<file path="src/rtl/pc_sequencer.sv">
// PC sequencer: owns the PC, picks the next fetch address (trap > jump > branch > stall > sequential)
// and runs the instruction-memory request/ack handshake, squashing wrong-path fetches.
module pc_sequencer #(
    parameter int          WIDTH        = 32,
    parameter int          STEP         = 4,
    parameter logic [31:0] RESET_VECTOR = 32'h0000_0000,
    parameter logic [31:0] TRAP_VECTOR  = 32'h0000_0100
) (
    input  logic             i_clock,
    input  logic             i_reset,
    input  logic             i_stall,
    input  logic             i_branch_taken,
    input  logic [WIDTH-1:0] i_branch_target,
    input  logic             i_jump,
    input  logic [WIDTH-1:0] i_jump_target,
    input  logic             i_trap,
    output logic             o_imem_req,
    output logic [WIDTH-1:0] o_imem_addr,
    input  logic             i_imem_ack,
    output logic [WIDTH-1:0] o_pc,
    output logic [WIDTH-1:0] o_pc_plus_step,
    output logic             o_inst_valid,
    output logic [WIDTH-1:0] o_epc
);

    typedef enum logic [1:0] {BOOT, FETCH, STALL} state_t;

    state_t           r_state, w_next_state;
    logic [WIDTH-1:0] r_fetch_pc, r_pc, r_epc, r_pend_target;
    logic             r_inst_valid, r_kill;
    logic             w_redirect, w_active, w_ack;
    logic [WIDTH-1:0] w_target;

    assign w_active   = (r_state != BOOT);
    assign w_redirect = w_active & (i_trap | i_jump | i_branch_taken);
    assign w_ack      = (r_state == FETCH) & i_imem_ack;

    always_comb begin
        w_target = i_branch_target;
        if (i_trap)      w_target = WIDTH'(TRAP_VECTOR);
        else if (i_jump) w_target = i_jump_target;
    end

    always_ff @(posedge i_clock or posedge i_reset) begin
        if (i_reset) r_state <= BOOT;
        else         r_state <= w_next_state;
    end

    // Stall is only honoured once the outstanding request has been acked.
    always_comb begin
        w_next_state = r_state;
        case (r_state)
            BOOT:    w_next_state = FETCH;
            FETCH:   if (i_imem_ack) w_next_state = i_stall ? STALL : FETCH;
            STALL:   if (!i_stall)   w_next_state = FETCH;
            default: w_next_state = BOOT;
        endcase
    end

    always_ff @(posedge i_clock or posedge i_reset) begin
        if (i_reset) begin
            r_fetch_pc    <= WIDTH'(RESET_VECTOR);
            r_pc          <= WIDTH'(RESET_VECTOR);
            r_epc         <= '0;
            r_pend_target <= '0;
            r_inst_valid  <= 1'b0;
            r_kill        <= 1'b0;
        end else begin
            r_inst_valid <= 1'b0;
            if (w_active && i_trap) r_epc <= r_pc;
            if (w_ack) begin
                r_pc         <= r_fetch_pc;
                r_inst_valid <= ~(r_kill | w_redirect);
                r_kill       <= 1'b0;
                if (w_redirect)  r_fetch_pc <= w_target;
                else if (r_kill) r_fetch_pc <= r_pend_target;
                else             r_fetch_pc <= r_fetch_pc + WIDTH'(STEP);
            end else if (r_state == FETCH && w_redirect) begin
                // Address must stay stable mid-request; remember where to go instead.
                r_kill        <= 1'b1;
                r_pend_target <= w_target;
            end else if (r_state == STALL && w_redirect) begin
                r_fetch_pc <= w_target;
            end
        end
    end

    assign o_imem_req     = (r_state == FETCH);
    assign o_imem_addr    = r_fetch_pc;
    assign o_pc           = r_pc;
    assign o_pc_plus_step = r_pc + WIDTH'(STEP);
    assign o_inst_valid   = r_inst_valid;
    assign o_epc          = r_epc;

endmodule
</file>
<file path="config.mk">
export PLATFORM = sky130hd
export DESIGN_NAME = pc_sequencer
export DESIGN_NICKNAME = d
export VERILOG_FILES = /design/src/rtl/pc_sequencer.sv
export SDC_FILE = /design/constraint.sdc
export NUM_CORES = 1
export LEC_CHECK = 0
export CORE_ASPECT_RATIO = 2
export CORE_MARGIN = 2
export CORE_UTILIZATION = 35
export CTS_CLUSTER_DIAMETER = 50
export DETAILED_ROUTE_END_ITERATION = 6
export PLACE_DENSITY = 0.64
export SYNTH_ARGS = -nofsm -noshare
export SYNTH_HDL_FRONTEND = slang
export SYNTH_SLANG_ARGS = --single-unit
export TNS_END_PERCENT = 20
</file>
<file path="constraint.sdc">
create_clock -name i_clock -period 8.5 [get_ports i_clock]
set_input_delay 1.7 -clock i_clock [delete_from_list [all_inputs] [get_ports i_clock]]
set_output_delay 1.7 -clock i_clock [all_outputs]
set_load 0.05 [all_outputs]
</file>
# Word level (Yosys, flattened, before mapping)
# Index checks and enable logic that the tools add are counted.
# word_totals
wordCells,45
output_inout_bits,130
input_bits,71
reg_bits,132
# op_classes
n_addsub,2
mux,14
n_reduce_logical,10
bitwise,7
n_eq_ne,5
# ops
operator,n
2-to-1 mux 32 bit,7
adder 32 x 3 -> 32 bit (second input constant),2
2-to-1 mux 2 bit,3
case mux 2 bit (3 select lines),1
AND reduction 2 bit,3
nonzero test 2 bit,3
!= test 2 bit (second input constant),2
logical AND 1 bit,3
2-to-1 mux 1 bit,3
OR 1 bit,3
AND 1 bit,2
== test 2 x 1 -> 1 bit (second input constant),1
== test 2 bit (second input constant),1
logical NOT 2 bit,1
!= test 2 x 1 -> 1 bit (second input constant),1
inverter 1 bit,2

# Depth between registers and ports, before layout
# Gate-level depths: netlist of the first run.
# logic_depth
word_depth,7
ltp_mapped,8
depth_no_buf,6

# Worst setup path after synthesis of the first run
# No wires, ideal clock.
# synth_timing
path_type,flip-flop to output port
from,register r_pc[16] (netlist: o_pc[16])
to,output port o_pc_plus_step[24]
path_stages_with_launch,7
required_ns,6.800
path_buffers,1
arrival_time_ns,2.665
path_slack_ns,4.135
cell_sequence,dfrtp_1 -> clkbuf_1 -> nand4_1 -> nor4_1 -> and2_1 -> nand4_1 -> xnor2_1
# synth_between
elab_chain_cells,1
# synth_lines
element,line_no,text
start: declaration,29,"logic [WIDTH-1:0] r_fetch_pc, r_pc, r_epc, r_pend_target;"
start signal: assignment,63,r_pc <= WIDTH'(RESET_VECTOR);
start signal: assignment,72,r_pc <= r_fetch_pc;
adder 32 x 3 -> 32 bit,91,assign o_pc_plus_step = r_pc + WIDTH'(STEP);
end: declaration,21,"output logic [WIDTH-1:0] o_pc_plus_step,"
# No other way between the ends.

# Final worst setup path of the first run
# layout_timing
from,register r_pc[11] (netlist: o_pc[11])
to,output port o_pc_plus_step[31]
# Same word-level chain as after synthesis.

==> results.toml, run 1 <==
[synth]
synthCells = 793
synth-async-reset-ratio_pct = 100
synth_common_cells = "nand2_1, dfrtp_1, o21ai_0"
synth.yosys.warnings = 0
ys.flop_type = "dfrtp_1"
ys_seq_elements = 132
yosysSeqAreaShare_pct = 45.5
synth_most_common_cell = "nand2_1"
ys_types = 60
synthesis.area_um2 = 7260
syn_nets = 866
yosys-top-cells-area = "dfrtp_1, nand2_1, mux2_2"
synth_area_leader_cell = "dfrtp_1"
synth-edff-count = 0
syn_avg_cell_area_um2 = 9.15
synth_top_area_share_pct = 45.5

[grt]
antenna_found_initial = 0
gr-usage-all-layers_pct = 21.0
grt_pass1_vias = 6382
overflow = 0
grt_pass1_wl_um = 35900
grt_max_degree = 70

[cts]
cts_setup_buffers = 0
ctsResizeCount = 0
clock_sinks = 132
holdBufCountCts = 0
cts-root-buf = "clkbuf_16"
clock_latency_ns = 0.42
clk_pin_slew_ns = 0.06
htreeDepth = 4
clockBufferDepth = 2
cts_tree = "yes"
numCtsBuffers = 17

[setup_path]
cp_max_fo = 8
path_buf_inv = 1
worst_setup_path_start_kind = "flip-flop"
crit_path_max_incr_delay_ns = 0.81
end_kind = "output pin"
path_class = "reg -> out"
cp_slowest_cell = "clkdlybuf4s50_1"
cp_cell_sequence = "nand4_1 > nor4_1 > nand2_1 > nor4_1 > xor2_1 > clkdlybuf4s50_1"
cp_common_cell = "nor4_1"
crit_family = "simple AND/OR/NAND/NOR gates"
critPathArrivalTime_ns = 3.57
required_ns = 6.80

[power_and_ir_drop]
power_mw = 3.78
powerDensity_nw_per_um2 = 375
power.static_leakage_nw = 4.22
ir_drop_mv = 0.164

[routing]
drt-total-wl_um = 22900
ant_nets = 0
drt_pass1_iterations = 5
wl_per_cell_um = 18.3
drc = 0
drt-initial-drc-count = 395
via_per_inst = 5.33
via_count = 6639

[timing]
max_freq_mhz = 190
fin_crit_ns = 5.27
fin_tns_setup_ns = 0
period_share_pct = 62.0
tightest_slew_ns = 1.12
hold_violations = 0
slew_headroom_pct = 25.2
rsz0062_at_grt = "no"
setup_violations = 0
finalMaxSlewViolations = 0
final.setup_skew_ns = 0.0104

[placed_design]
dp_hpwl_um = 16800
portBuffers = 200
place.gp.congestion = 0.872

[floorplanning]
dieHeight_um = 208
coreArea_um2 = 20400
start_util_pct = 35.6
die-area_um2 = 22000
pin_count = 201
die_w_um = 106
num_rows = 74

[job]
max_cap_viol_count = 0

[layout]
layout.nets = 1040
drive_gt1_share_pct = 8.37
syn2layout_area_growth_pct = 38.9
antenna_cells = 0

[worst_hold_path]
hp-class = "reg -> reg"

[status]
status = "completed"
area by class of cell:
type	instances	area, um^2
Timing Repair Buffer	212	2080
Clock buffer	23	478
Multi-Input combinational cell	589	3680
Sequential cell	132	3300
Inverter	15	61.3
Fill cell	1979	10300
Clock inverter	9	150
Tap cell	266	333
kinds of logic after synthesis:
kind of cell	count (synthesis)	synth area share, %
flops	132	45.5
simple gates	303	19.6
buf+inv	72	3.98
mux	59	8.62
xor+xnor	39	4.71
fa+ha+maj	2	0.345
compound gates	186	17.3
flip-flops by register name, summed over array words and instances (netlist names):
signal / count
o_imem_addr: 32
o_inst_valid: 1
r_pend_target: 32
r_kill: 1
o_pc: 32
o_epc: 32
r_state: 2
cell usage in the layout, fill, tap and decap left out, drive strengths merged, types with 4 or more instances in the layout:
cell type      netlist  routed
o21ai               46      46
a31oi                8       8
nand3b              12      12
and3                11      11
nor3                23      23
nand4               17      17
buf                 16      14
xor2                14      14
a221oi               6       6
nand3               22      22
clkbuf              41      23
clkdlybuf4s50        0     198
mux2i               31      31
nand2              154     154
o32a                10      10
a22oi               17      17
bufinv               0       4
clkinv               1       4
a21o                 4       4
mux2                28      28
nor2                41      41
nor4                 7       7
inv                 14      14
dfrtp              132     132
a21oi               35      35
a211oi               4       4
xnor2               25      25
nor2b                4       4
o31ai               32      32
per-layer routing:
| layer | track usage, % | vias up | wire, um |
|---|---|---|---|
| li1 | - | 3202 | - |
| met1 | 24.8 | 3192 | 9100 |
| met2 | 38.0 | 208 | 12300 |
| met5 | 0 | - | 0 |
| met4 | 7.89 | 0 | 575 |
| met3 | 2.92 | 37 | 843 |
worst paths after layout:
kind                                      end              from  slack [ns]  cells past startpoint
min in group asynchronous            o_epc[1]           i_reset        1.74                      2
min                          r_pend_target[3]  r_pend_target[3]        0.47                      2
max in group asynchronous           o_epc[26]           i_reset        5.44                      3
max                        o_pc_plus_step[31]          o_pc[11]        3.23                      6
max reg2reg                   o_imem_addr[31]            r_kill        5.61                      7
min reg2reg                  r_pend_target[3]  r_pend_target[3]        0.47                      2
power by group:
group | switching (mW) | internal (mW) | total (mW)
Combinational | 1.26 | 0.639 | 1.90
Sequential | 0.261 | 0.842 | 1.10
Clock | 0.271 | 0.513 | 0.783
worst register-to-register path, delay by kind of cell, from the launching register on:
kind	cells	cell delay [ns]
AO/OA/AOI/OAI	2	0.26
buffers and inverters	3	1.36
flip-flops	1	0.32
AND/OR/NAND/NOR	2	0.87
stage by stage:
stage	worst slack, ns	util [%]	hold slack (ns)	cell area, um^2	cells
final	3.23	49.5	0.467	10100	1246
after global routing	3.04	49.5	0.495	10100	1246
after CTS	3.15	49.5	0.471	10100	1246
after detailed placement	3.63	46.4	0.458	9460	1214
after global placement	3.74	46.4	0.454	9460	1214
after floorplan	3.27	-	0.440	7260	793
Power figures use the tool's default switching activity.
==> run 2, diff against run 1 <==
==> constraint.sdc (replaced) <==
create_clock -name i_clock -period 5.1 [get_ports i_clock]
set_input_delay 1.02 -clock i_clock [delete_from_list [all_inputs] [get_ports i_clock]]
set_output_delay 1.02 -clock i_clock [all_outputs]
set_load 0.05 [all_outputs]
==> results.toml, run 2 (synthesis gave the netlist of run 1 again) <==
[floorplanning]
die_w_um = 106
die-area_um2 = 22000
start_util_pct = 35.6
num_rows = 74
coreArea_um2 = 20400
pin_count = 201
dieHeight_um = 208

[timing]
setup_violations = 0
hold_violations = 0
fin_crit_ns = 4.14
final.setup_skew_ns = 0.0114
rsz0062_at_grt = "no"
slew_headroom_pct = 26.0
max_freq_mhz = 241
fin_tns_setup_ns = 0
tightest_slew_ns = 1.11
period_share_pct = 81.2
finalMaxSlewViolations = 0

[cts]
htreeDepth = 4
cts_setup_buffers = 0
clock_sinks = 132
clockBufferDepth = 2
clock_latency_ns = 0.42
holdBufCountCts = 0
numCtsBuffers = 17
ctsResizeCount = 0
clk_pin_slew_ns = 0.06
cts-root-buf = "clkbuf_16"
cts_tree = "yes"

[power_and_ir_drop]
p_sw_mw = 3.01
power.static_leakage_nw = 4.21
comb_power_share_pct = 51.0
powerDensity_nw_per_um2 = 618
seqPwrFrac_pct = 29.5
sw_frac_of_total_pct = 48.4
clkPwrFrac_pct = 19.5
p_int_mw = 3.22
ir_drop_mv = 0.287

[setup_path]
required_ns = 4.08
crit_path_max_incr_delay_ns = 0.82
cp-startpoint = "o_pc[11]"
worst_setup_path_start_kind = "flip-flop"
r2r_slack_ns = 2.48
cp_cell_sequence = "nand4_1 > nor4_1 > buf_4 > nand2_1 > nor3_1 > xor2_1 > clkdlybuf4s50_1"
cp_max_fo = 8
end_kind = "output pin"
ff2ff_path_depth = 7
critPathArrivalTime_ns = 3.12
reg2reg_from = "r_state[1]"
cp-endpoint = "o_pc_plus_step[29]"
r2r_end = "o_imem_addr[28]"
path_class = "reg -> out"
cp_slowest_cell = "clkdlybuf4s50_1"

[layout]
multi_input_area_um2 = 3680
mostFrequentLayoutCell = "clkdlybuf4s50_1"
drive_gt1_share_pct = 9.04
fin_util_pct = 49.5
syn2layout_area_growth_pct = 38.9
nFillCells = 1925
antenna_cells = 0
layout.nets = 1045
layout_common_cells = "clkdlybuf4s50_1, nand2_1, dfrtp_1"
regArea_um2 = 3300

[grt]
gr-usage-all-layers_pct = 21.4
grt_max_degree = 65
grt_pass1_wl_um = 36500
overflow = 0
grt_pass1_vias = 6504
antenna_found_initial = 0

[routing]
via_count = 6657
drt_pass1_iterations = 5
drt-initial-drc-count = 392
drc = 0
via_per_inst = 5.32
drt-total-wl_um = 23300
wl_per_cell_um = 18.6
ant_nets = 0

[status]
status = "completed"

[job]
max_cap_viol_count = 0

[worst_hold_path]
hp-class = "reg -> reg"

[placed_design]
portBuffers = 200
place.gp.congestion = 0.870
dp_hpwl_um = 17300
run 2: changes by cell type in the layout (fill, tap and decap cells not counted), sizes merged:
cell | before | now
buf | 14 | 19
bufinv | 4 | 2
clkbuf | 23 | 20
clkinv | 4 | 5
clkinvlp | 2 | 5
inv | 14 | 15
run 2: area by class of cell:
cell class,count,share of cell area [%]
multi-input cells,589,36.5
flip-flops and latches,132,32.8
repair buffers,217,21.0
clock buffers,20,4.53
well taps,266,3.30
clock inverters,12,1.29
inverters,15,0.608
run 2: how the worst min path moves through the flow:
stage	start	slack, ns	cells after the start	to
floorplan	r_pend_target[23]	0.44	2	r_pend_target[23]
global placement	r_pend_target[4]	0.46	2	r_pend_target[4]
detailed placement	r_pend_target[16]	0.46	2	r_pend_target[16]
CTS	r_pend_target[16]	0.47	2	r_pend_target[16]
global route	r_pend_target[11]	0.49	2	r_pend_target[11]
finish	r_pend_target[16]	0.47	2	r_pend_target[16]
run 2: through the flow:
step / setup slack [ns] / hold WS [ns] / cell area, um^2 / std cells / total power [mW]
final: 0.958 / 0.472 / 10100 / 1251 / 6.23
after global routing: 0.772 / 0.493 / 10100 / 1251 / 6.51
after CTS: 0.975 / 0.475 / 10100 / 1251 / 6.27
after detailed placement: 1.29 / 0.461 / 9500 / 1219 / 5.05
after global placement: 1.28 / 0.456 / 9500 / 1219 / 5.02
after floorplan: 0.554 / 0.440 / 7260 / 793 / 3.86
run 2: power groups by stage:
stage               Combinational [mW]  Clock [mW]  Sequential (mW)
global route                      3.32        1.29             1.90
CTS                               3.20        1.24             1.84
global placement                  3.18           0             1.84
floorplan                         1.10           0             2.76
detailed placement                3.19           0             1.86
finish                            3.18        1.21             1.84
run 2: routing by layer:
metal / GRT usage [%] / part of all wire [%] / vias to the layer above
met5: 0 / 0 / -
met4: 10.7 / 3.9 / 0
met3: 3.01 / 3.6 / 43
met2: 38.6 / 53 / 216
met1: 24.3 / 39 / 3174
li1: - / - / 3224
run 2: critical path: cells and delay by family, from the launching register on:
family	cells	cell delay, ns
and+or+nand+nor	4	1.04
DFF	1	0.47
xor gates and xnor gates	1	0.18
buffers and inverters	2	1.01
==> run 3, diff against run 2 <==
--- a/config.mk
+++ b/config.mk
@@ -10,7 +10,7 @@
 export CORE_UTILIZATION = 35
 export CTS_CLUSTER_DIAMETER = 50
 export DETAILED_ROUTE_END_ITERATION = 6
-export PLACE_DENSITY = 0.64
+export PLACE_DENSITY = 0.67
 export SYNTH_ARGS = -nofsm -noshare
 export SYNTH_HDL_FRONTEND = slang
 export SYNTH_SLANG_ARGS = --single-unit
==> constraint.sdc (replaced) <==
create_clock -name i_clock -period 3.8 [get_ports i_clock]
set_input_delay 0.76 -clock i_clock [delete_from_list [all_inputs] [get_ports i_clock]]
set_output_delay 0.76 -clock i_clock [all_outputs]
set_load 0.05 [all_outputs]
==> results.toml, run 3 (synthesis gave the netlist of run 1 again) <==
[status]
status = "completed"

[layout]
mostFrequentLayoutCell = "clkdlybuf4s50_1"
drive_gt1_share_pct = 10.2
layout_common_cells = "clkdlybuf4s50_1, nand2_1, dfrtp_1"
fin_util_pct = 50.0
syn2layout_area_growth_pct = 40.4
nFillCells = 1944
finalNonFillerCells = 1252
final_area_um2 = 10200
layout.nets = 1046

[timing]
fin_crit_ns = 3.58
setup_violations = 0
finalMaxSlewViolations = 0
fin_tns_setup_ns = 0
period_share_pct = 94.1
final.setup_skew_ns = 0.00776
hold_slack_ns = 0.477
rsz0062_at_grt = "no"
max_freq_mhz = 280
slew_headroom_pct = 26.0
hold_violations = 0
setup_slack_ns = 0.225
tightest_slew_ns = 1.11

[placed_design]
place_inst = 1220
place.gp.congestion = 0.859
portBuffers = 200
dp_hpwl_um = 17200
postPlaceCellArea_um2 = 9560
dp_slack_ns = 0.594

[floorplanning]
die-area_um2 = 22000
num_rows = 74
die_w_um = 106
start_util_pct = 35.6
coreArea_um2 = 20400
dieHeight_um = 208
pin_count = 201

[power_and_ir_drop]
power_mw = 8.53
powerDensity_nw_per_um2 = 837
ir_drop_mv = 0.393
power.static_leakage_nw = 4.29

[cts]
htreeDepth = 4
clock_sinks = 132
clk_pin_slew_ns = 0.06
clockBufferDepth = 2
cts-root-buf = "clkbuf_16"
numCtsBuffers = 17
cts_tree = "yes"
clock_latency_ns = 0.43

[grt]
grt_max_degree = 65
gr-usage-all-layers_pct = 21.3
grt_pass1_vias = 6447
overflow = 0
grt_pass1_wl_um = 36400
antenna_found_initial = 1

[routing]
drt_pass1_iterations = 5
drt-initial-drc-count = 378
drt-total-wl_um = 23200
via_count = 6735
wl_per_cell_um = 18.5
ant_nets = 0
drc = 0
via_per_inst = 5.38

[setup_path]
cp_slowest_cell = "clkdlybuf4s50_1"
cp_max_fo = 8
path_class = "reg -> out"
critPathArrivalTime_ns = 2.82
worst_setup_path_start_kind = "flip-flop"
required_ns = 3.04
crit_path_max_incr_delay_ns = 0.82
end_kind = "output pin"
cp_cell_sequence = "and3_1 > nand4_1 > nor3_1 > nand2_1 > xnor2_1 > clkdlybuf4s50_1"

[worst_hold_path]
hp-class = "reg -> reg"

[job]
max_cap_viol_count = 0
==> run 3: cell count changes in the layout (fill, tap and decap cells not counted), sizes merged <==
cell / delta
clkbuf: -1
diode: +1
clkdlybuf4s50: -12
inv: -2
buf: +12
dlymetal6s2s: +1
bufinv: +2
==> run 3: timing repair <==
action,in CTS,in global routing
setup buffers,0,0
hold buffers,0,0
endpoints found under the setup margin,0,1
resized for setup,0,1
==> run 3: path summary, 6_finish.rpt <==
path	slack [ns]	endpoint	depth (start not counted)	startpoint
setup / recovery	0.22	o_pc_plus_step[17]	6	o_pc[8]
hold / removal	0.48	r_pend_target[3]	2	r_pend_target[3]
setup reg to reg	1.30	o_imem_addr[23]	5	o_imem_addr[5]
hold reg to reg	0.48	r_pend_target[3]	2	r_pend_target[3]
max in group asynchronous	2.35	o_imem_addr[28]	3	i_reset
min in group asynchronous	0.76	o_epc[2]	2	i_reset
==> run 3: layout make-up <==
type	instances	area (um^2)	share of cell area, %
diodes	1	2.50	0.0246
multi-input cells	589	3680	36.1
well taps	266	333	3.27
clock inverters	12	181	1.78
inverters	15	60.1	0.589
flip-flops and latches	132	3300	32.4
repair buffers	218	2190	21.5
clock buffers	19	443	4.35
==> run 3: routing by layer <==
layer / vias to the layer above / routed length [um] / track usage (%)
met3: 48 / 900 / 2.76
met1: 3236 / 9010 / 24.8
met4: 0 / 887 / 9.39
li1: 3213 / - / -
met2: 238 / 12400 / 38.4
met5: - / 0 / 0
==> run 3: power by group <==
| part | total [mW] | switching [mW] | internal [mW] |
|---|---|---|---|
| clock | 1.75 | 0.637 | 1.11 |
| sequential | 2.46 | 0.576 | 1.88 |
| combinational | 4.32 | 2.85 | 1.48 |
==> run 3: worst max-delay path: cells and delay by family, from the launching register on <==
family	cells	cell delay [ns]
and+or+nand+nor	4	0.96
xor gates and xnor gates	1	0.14
buffers and inverters	1	0.82
DFF	1	0.48
